### config.mk
export PLATFORM = sky130hd
export DESIGN_NAME = flash_erase_seq
export DESIGN_NICKNAME = d
export VERILOG_FILES = /design/src/rtl/flash_erase_seq.sv
export SDC_FILE = /design/constraint.sdc
export NUM_CORES = 1
export LEC_CHECK = 0
export BUFFER_PORTS_ARGS = -buffer_cell sky130_fd_sc_hd__buf_4
export CELL_PAD_IN_SITES_DETAIL_PLACEMENT = 1
export CELL_PAD_IN_SITES_GLOBAL_PLACEMENT = 1
export CORE_ASPECT_RATIO = 0.9
export CORE_MARGIN = 5
export CORE_UTILIZATION = 43
export DETAILED_ROUTE_END_ITERATION = 7
export PLACE_DENSITY = 0.85
export SYNTH_ARGS = -nofsm -noshare
export SYNTH_HDL_FRONTEND = slang
export SYNTH_SLANG_ARGS = --single-unit
### constraint.sdc
create_clock -name sys_clk -period 3.1 [get_ports sys_clk]
set_input_delay 0.155 -clock sys_clk [delete_from_list [all_inputs] [get_ports sys_clk]]
set_output_delay 0.155 -clock sys_clk [all_outputs]
set_load 0.05 [all_outputs]
### src/rtl/flash_erase_seq.sv
// flash_erase_seq: owns the SPI flash pins and runs a complete erase from one request.
// Sequence: Write Enable (0x06), erase command, then Read Status (0x05) polling until WIP
// clears or the poll budget runs out. One done pulse per operation, with err flagging
// a timeout or a reserved opcode.
`timescale 1ns/1ps
module flash_erase_seq #(
    parameter int unsigned CS_SETUP = 8,
    parameter int unsigned CS_HOLD  = 8,
    parameter int unsigned CS_GAP   = 32,
    parameter int unsigned POLL_MAX = 20000000
) (
    input  logic        sys_clk,
    input  logic        sys_rst_n,
    input  logic        req,
    input  logic [1:0]  op,
    input  logic [23:0] addr,
    output logic        busy,
    output logic        done,
    output logic        err,
    output logic        sck,
    output logic        cs_n,
    output logic        mosi,
    input  logic        miso
);

    localparam int unsigned CntW  = 16;
    localparam int unsigned PollW = 25;

    localparam logic [CntW-1:0]  SetupLast = CntW'(CS_SETUP - 1);
    localparam logic [CntW-1:0]  HoldLast  = CntW'(CS_HOLD - 1);
    localparam logic [CntW-1:0]  GapLast   = CntW'(CS_GAP - 1);
    localparam logic [PollW-1:0] PollLimit = PollW'(POLL_MAX);

    localparam logic [7:0] OpWren = 8'h06;
    localparam logic [7:0] OpSe   = 8'hD8;
    localparam logic [7:0] OpBe   = 8'hC7;
    localparam logic [7:0] OpSse  = 8'h20;
    localparam logic [7:0] OpRdsr = 8'h05;

    // StBad covers the reserved opcode: one busy cycle, then an error done.
    typedef enum logic [2:0] {
        StIdle,
        StBad,
        StSetup,
        StBits,
        StHold,
        StGap,
        StDone
    } state_e;

    // Which transaction of the erase sequence is currently on the wire.
    typedef enum logic [1:0] {
        TxWren,
        TxCmd,
        TxPoll
    } tx_e;

    state_e            state_q, state_d;
    tx_e               tx_q, tx_d;
    logic [1:0]        op_q, op_d;
    logic [23:0]       addr_q, addr_d;
    logic [CntW-1:0]   cnt_q, cnt_d;
    logic [1:0]        phase_q, phase_d;
    logic [4:0]        bit_q, bit_d;
    logic [31:0]       shift_q, shift_d;
    logic [7:0]        status_q, status_d;
    logic [PollW-1:0]  poll_q, poll_d;
    logic              err_flag_q, err_flag_d;

    logic              busy_q, busy_d;
    logic              done_q, done_d;
    logic              err_q, err_d;
    logic              sck_q, sck_d;
    logic              cs_n_q, cs_n_d;
    logic              mosi_q, mosi_d;

    logic [4:0]        last_bit;
    logic [31:0]       cmd_word;
    logic              wr_d;

    // Erase command frame for the latched op; bulk erase carries no address.
    always_comb begin
        unique case (op_q)
            2'b00:   cmd_word = {OpSe, addr_q};
            2'b10:   cmd_word = {OpSse, addr_q};
            default: cmd_word = {OpBe, 24'h000000};
        endcase
    end

    // Index of the final bit of the current transaction.
    always_comb begin
        unique case (tx_q)
            TxWren:  last_bit = 5'd7;
            TxCmd:   last_bit = (op_q == 2'b01) ? 5'd7 : 5'd31;
            default: last_bit = 5'd15;
        endcase
    end

    // State register plus datapath and pin registers.
    always_ff @(posedge sys_clk or negedge sys_rst_n) begin
        if (!sys_rst_n) begin
            state_q    <= StIdle;
            tx_q       <= TxWren;
            op_q       <= 2'b00;
            addr_q     <= 24'h000000;
            cnt_q      <= '0;
            phase_q    <= 2'd0;
            bit_q      <= 5'd0;
            shift_q    <= 32'h0;
            status_q   <= 8'h00;
            poll_q     <= '0;
            err_flag_q <= 1'b0;
            busy_q     <= 1'b0;
            done_q     <= 1'b0;
            err_q      <= 1'b0;
            sck_q      <= 1'b0;
            cs_n_q     <= 1'b1;
            mosi_q     <= 1'b0;
        end else begin
            state_q    <= state_d;
            tx_q       <= tx_d;
            op_q       <= op_d;
            addr_q     <= addr_d;
            cnt_q      <= cnt_d;
            phase_q    <= phase_d;
            bit_q      <= bit_d;
            shift_q    <= shift_d;
            status_q   <= status_d;
            poll_q     <= poll_d;
            err_flag_q <= err_flag_d;
            busy_q     <= busy_d;
            done_q     <= done_d;
            err_q      <= err_d;
            sck_q      <= sck_d;
            cs_n_q     <= cs_n_d;
            mosi_q     <= mosi_d;
        end
    end

    // Next-state and datapath: transaction framing, bit engine and poll decisions.
    always_comb begin
        state_d    = state_q;
        tx_d       = tx_q;
        op_d       = op_q;
        addr_d     = addr_q;
        cnt_d      = cnt_q;
        phase_d    = phase_q;
        bit_d      = bit_q;
        shift_d    = shift_q;
        status_d   = status_q;
        poll_d     = poll_q;
        err_flag_d = err_flag_q;

        unique case (state_q)
            StIdle: begin
                if (req) begin
                    op_d       = op;
                    addr_d     = addr;
                    poll_d     = '0;
                    err_flag_d = 1'b0;
                    cnt_d      = '0;
                    if (op == 2'b11) begin
                        state_d = StBad;
                    end else begin
                        state_d = StSetup;
                        tx_d    = TxWren;
                        shift_d = {OpWren, 24'h000000};
                    end
                end
            end
            StBad: begin
                err_flag_d = 1'b1;
                state_d    = StDone;
            end
            StSetup: begin
                if (cnt_q == SetupLast) begin
                    cnt_d   = '0;
                    phase_d = 2'd0;
                    bit_d   = 5'd0;
                    state_d = StBits;
                end else begin
                    cnt_d = cnt_q + 1'b1;
                end
            end
            StBits: begin
                phase_d = phase_q + 2'd1;
                // Capture on the edge that raises sck; flash shifted it out on the fall.
                if (phase_q == 2'd2 && tx_q == TxPoll) begin
                    status_d = {status_q[6:0], miso};
                end
                if (phase_q == 2'd3) begin
                    if (bit_q == last_bit) begin
                        cnt_d   = '0;
                        state_d = StHold;
                    end else begin
                        bit_d   = bit_q + 5'd1;
                        shift_d = {shift_q[30:0], 1'b0};
                    end
                end
            end
            StHold: begin
                if (cnt_q == HoldLast) begin
                    cnt_d   = '0;
                    state_d = StGap;
                    if (tx_q == TxPoll) begin
                        poll_d = poll_q + 1'b1;
                    end
                end else begin
                    cnt_d = cnt_q + 1'b1;
                end
            end
            StGap: begin
                // The gap follows every transaction, so back-to-back operations keep it too.
                if (cnt_q == GapLast) begin
                    cnt_d = '0;
                    unique case (tx_q)
                        TxWren: begin
                            tx_d    = TxCmd;
                            shift_d = cmd_word;
                            state_d = StSetup;
                        end
                        TxCmd: begin
                            tx_d    = TxPoll;
                            shift_d = {OpRdsr, 24'h000000};
                            state_d = StSetup;
                        end
                        default: begin
                            if (!status_q[0]) begin
                                state_d = StDone;
                            end else if (poll_q == PollLimit) begin
                                err_flag_d = 1'b1;
                                state_d    = StDone;
                            end else begin
                                shift_d = {OpRdsr, 24'h000000};
                                state_d = StSetup;
                            end
                        end
                    endcase
                end else begin
                    cnt_d = cnt_q + 1'b1;
                end
            end
            StDone: begin
                state_d = StIdle;
            end
            default: begin
                state_d = StIdle;
            end
        endcase
    end

    // Outputs decoded from the next state so the pins come straight off flops.
    always_comb begin
        wr_d   = (tx_d != TxPoll) || (bit_d < 5'd8);
        busy_d = state_d inside {StBad, StSetup, StBits, StHold, StGap};
        done_d = (state_d == StDone);
        err_d  = (state_d == StDone) && err_flag_d;
        cs_n_d = !(state_d inside {StSetup, StBits, StHold});
        sck_d  = (state_d == StBits) && phase_d[1];
        mosi_d = (state_d == StBits) && wr_d && shift_d[31];
    end

    assign busy = busy_q;
    assign done = done_q;
    assign err  = err_q;
    assign sck  = sck_q;
    assign cs_n = cs_n_q;
    assign mosi = mosi_q;

endmodule

== After elaboration in Yosys (flattened, before gate mapping) ==
Cells that the tools add are included.
Word-level totals
  bits in registers: 119
  input port bits: 30
  word-level logic and storage cells: 132
Operators by class
  add/subtract/negate cells: 4
  magnitude comparators: 1
  equal/unequal tests: 34
  muxes and demuxes: 50
  reduce and logical (&&, ||, !) cells: 24
Operator list (count)
  2-to-1 mux 32 bit: 7
  one-hot mux 32 bit (2 select lines): 2
  one-hot mux 32 bit (3 select lines): 1
  2-to-1 mux 16 bit: 5
  2-to-1 mux 25 bit: 3
  one-hot mux 16 bit (4 select lines): 1
  one-hot mux 25 bit (2 select lines): 1
  2-to-1 mux 3 bit: 9
  adder 25 x 1 -> 25 bit, second input constant: 1
  equality test 25 bit, second input constant: 1
  2-to-1 mux 5 bit: 4
  != test 2 bit, second input constant: 10
  one-hot mux 5 bit (2 select lines): 2
  one-hot mux 3 bit (6 select lines): 1
  adder 16 x 1 -> 16 bit, second input constant: 1
  equality test 16 x 3 -> 1 bit, second input constant: 1
  equality test 16 x 5 -> 1 bit, second input constant: 1
  equality test 3 bit, second input constant: 5
  equality test 3 x 2 -> 1 bit, second input constant: 4
  one-hot mux 2 bit (2 select lines): 3
  equality test 2 bit, second input constant: 5
  2-to-1 mux 2 bit: 5
  != test 4 x 2 -> 1 bit, second input constant: 2
  AND reduction 4 bit: 2
  other kinds (20): 36

== Longest topological paths before layout ==
  depth after elaboration: 11
  mapped depth: 11
  gate-level depth less buffers: 9

== Least setup slack after synthesis ==
Ideal clock, no wire load.
  path kind: register -> register
  from: register cnt_q[8]
  to: register poll_q[19]
  arrival: 2.719 ns
  data required time: 2.968 ns
  path slack: 0.250 ns
  cell stages (with the launch flop): 9
  buffers on the path: 1
  cell sequence: dfrtp_1 -> or4_4 -> or4_1 -> buf_2 -> a211o_1 -> or4_4 -> nor2_1 -> xnor2_1 -> nor2_2
Between the ends
  word-level cells in the longest chain between the ends: 3
Ends and longest elaborated chain
  from (decl): line 62  | logic [CntW-1:0] cnt_q, cnt_d;
  from (signal assigned): line 124  | cnt_q <= cnt_d;
  equality test 16 x 3 -> 1 bit: line 202  | if (cnt_q == HoldLast) begin
  != test 2 bit (no source line)
  AND reduction 4 bit (no source line)
  to (signal assigned): line 129  | poll_q <= poll_d;
  to (decl): line 67  | logic [PollW-1:0] poll_q, poll_d;
No other way between the ends.
A chain may end at the register's enable or synchronous reset.

== Final worst setup path ==
  from: register cnt_q[13]
  to: register poll_q[23]
Same word-level chain as after synthesis.

==> impl_metrics.csv <==
group,metric,value,unit
logic_synthesis,synth_largest_area_cell,"dfrtp_1",
timing,slew_headroom,36.30,%
logic_synthesis,synth_nets,627,
timing,drv_slew,0,
logic_synthesis,synth_top_area_share,51.35,%
timing,setup_viol,0,
timing,rsz0062_at_grt,"false",
global_routing,grt_pass1_wl,28880,um
timing,hold_viol_final,0,
timing,fin_crit,2.994,ns
global_routing,antenna_found_initial,0,
detailed_routing,drc_errors,0,
hold_path,min_path_type,"in -> reg",
timing,finalSetupTns,0,ns
critical_path,cp_data_required_time,3.40,ns
placement,dp_cells,782,
detailed_routing,drt-total-wl,17270,um
timing,fin_hold_ws,0.09362,ns
floorplanning,die_w,131.9,um
logic_synthesis,avgSynthCellArea,9.796,um^2
logic_synthesis,ys_seq_area_share,51.81,%
flow_run,maxCapViolCount,0,
logic_synthesis,ys.flop_type,"dfrtp_1",
detailed_routing,ant_nets,0,
floorplanning,dieArea,15790,um^2
placement,place_ws,0.1209,ns
logic_synthesis,ys_types,51,
clocking,cts_tree,"built",
floorplanning,fp-row-count,40,
clocking,clk_pin_slew_worst_paths,0.06,ns
timing,timing.fmax,334.0,MHz
global_routing,grt_start_max_net_pins,74,
critical_path,cp.arrival,3.29,ns
detailed_routing,vias,4978,
cells_and_area,fin_nets,701,
global_routing,overflow,0,
detailed_routing,viasPerCell,5.912,
critical_path,critical_path_class,"reg -> reg",
floorplanning,fp.coreArea,13210,um^2
global_routing,grt_use_total,22.87,%
cells_and_area,final_cell_area,7247,um^2
cells_and_area,syn_to_final_growth,26.02,%
clocking,cts.sinks,119,
critical_path,cp-end-kind,"flip-flop",
clocking,clk_latency,0.43,ns
timing,min_period_over_period,96.58,%
detailed_routing,drt_pass1_iterations,5,
clocking,cts_buffer_depth,2,
cells_and_area,utilization,54.85,%
floorplanning,initial_core_util,43.52,%
placement,place_area,6301,um^2
logic_synthesis,synth_edf_count,0,
logic_synthesis,synth_area_leaders,"dfrtp_1 (51%), nand2_1 (6.6%), mux2_2 (5.3%), o21ai_0 (3.7%), a22oi_1 (3.0%)",
floorplanning,dieHeight,119.7,um
detailed_routing,wl_per_cell,20.51,um
placement,place.gp.congestion,0.8791,
critical_path,start_kind,"flip-flop",
logic_synthesis,ys_ff_latch,119,
placement,hpwl,10020,um
critical_path,crit_fanout,5,
cells_and_area,drive_above_1_share,18.84,%
cells_and_area,diodes,0,
logic_synthesis,synth_area,5751,um^2
pwr,p_per_area,798.0,nW/um^2
clocking,post-cts-setup-buffers,0,
placement,io_buffers,35,
floorplanning,boundaryPins,36,
clocking,htree_levels,4,
pwr,p_total,5.783,mW
logic_synthesis,ys_warn_count,0,
clocking,cts_inserted_buffers,17,
timing,tightest_slew,0.9555,ns
detailed_routing,drtIter0Drc,409,
logic_synthesis,synthTopCellsByCount,"dfrtp_1 (118), nand2_1 (101), nor2_1 (42), o21ai_0 (42), mux2_2 (27)",
status,outcome,"complete, no violations",
pwr,vdd_drop_max,0.4749,mV
logic_synthesis,yosysMostFrequentCell,"dfrtp_1",
global_routing,grt_pass1_vias,5508,
timing,finClkSkew,0.01225,ns
timing,worst_slack,0.1060,ns
clocking,cts_root_buffer,"clkbuf_16",
pwr,p_leak,3.274,nW
logic_synthesis,synthCells,587,
logic_synthesis,ys_async_sr_fraction,100.0,%
cells_and_area,layout.cells.non_filler,842,
-- timing repair --
item,4_1_cts,5_1_grt
resized for setup,0,2
endpoints found under the hold margin,98,0
hold buffers,28,0
setup endpoints to repair,0,3
-- path summary, 6_finish.rpt --
| path | from | to | slack (ns) | depth (start not counted) |
|---|---|---|---|---|
| worst max register to register | cnt_q[13]$_DFFE_PN0P_ | poll_q[23]$_DFFE_PN0P_ | 0.11 | 7 |
| max in group asynchronous | sys_rst_n | addr_q[19]$_DFFE_PN0P_ | 1.87 | 3 |
| worst min-delay path | req | err_flag_q$_DFF_PN0_ | 0.09 | 4 |
| worst max-delay path | cnt_q[13]$_DFFE_PN0P_ | poll_q[23]$_DFFE_PN0P_ | 0.11 | 7 |
| min in group asynchronous | sys_rst_n | poll_q[20]$_DFFE_PN0P_ | 0.42 | 2 |
| worst min register to register | shift_q[2]$_DFFE_PN0P_ | shift_q[2]$_DFFE_PN0P_ | 0.48 | 2 |
-- final cells by class --
class                           count  area, um^2
Clock inverter                     14       229.0
Clock buffer                       18       429.2
Inverter                            9       33.78
Sequential cell                   119        2979
Timing Repair Buffer               81       690.7
Tap cell                          168       210.2
Multi-Input combinational cell    433        2675
Fill cell                        1475        5966
-- cells in the final DEF (no fill, tap or decap), drive strengths merged, types with 18 or more instances in the layout --
cell           n
dfrtp        118
nand2        101
buf           53
nor2          45
o21ai         42
dlygate4sd3   28
mux2          27
a22oi         23
nand3         21
a21oi         18
clkbuf        18
-- per-layer routing --
layer  track usage, %  part of all wire (%)  vias to the layer above
met3            6.412                   3.8                       51
met1            27.32                    42                     2538
met2            38.35                    51                      144
met5                0                     0                        -
li1                 -                     -                     2245
met4            10.54                   3.7                        0
-- report_power, final --
| part | switching, mW | internal [mW] | leakage [nW] |
|---|---|---|---|
| sequential | 0.270 | 1.86 | 1.58 |
| clock | 0.751 | 1.50 | 0.320 |
| combinational | 0.848 | 0.552 | 1.38 |
-- registers in the layout (all words and copies together), names as in the netlist, 2 cells and up --
signal and flops:
shift_q 32, poll_q 25, addr_q 24, cnt_q 16
bit_q 5, state_q 3, op_q 2, phase_q 2
tx_q 2
-- cell families (layout without fill, tap and decap cells) --
family | Yosys count | after routing | synth area share, %
mux | 30 | 30 | 5.809
xor+xnor | 21 | 21 | 3.198
flops | 119 | 119 | 51.81
fa+ha+maj | 10 | 10 | 2.176
compound gates | 118 | 118 | 13.10
buf+inv | 35 | 122 | 2.306
simple gates | 254 | 254 | 21.61
-- worst max-delay path, stage by stage (launching register included) --
cell	delay [ns]
dfrtp_1	0.42
or4_1	0.63
or4_4	0.55
a211o_1	0.33
or4_4	0.56
nor2_1	0.14
xnor2_1	0.17
nor2_2	0.06
Power figures use the tool's default switching activity.
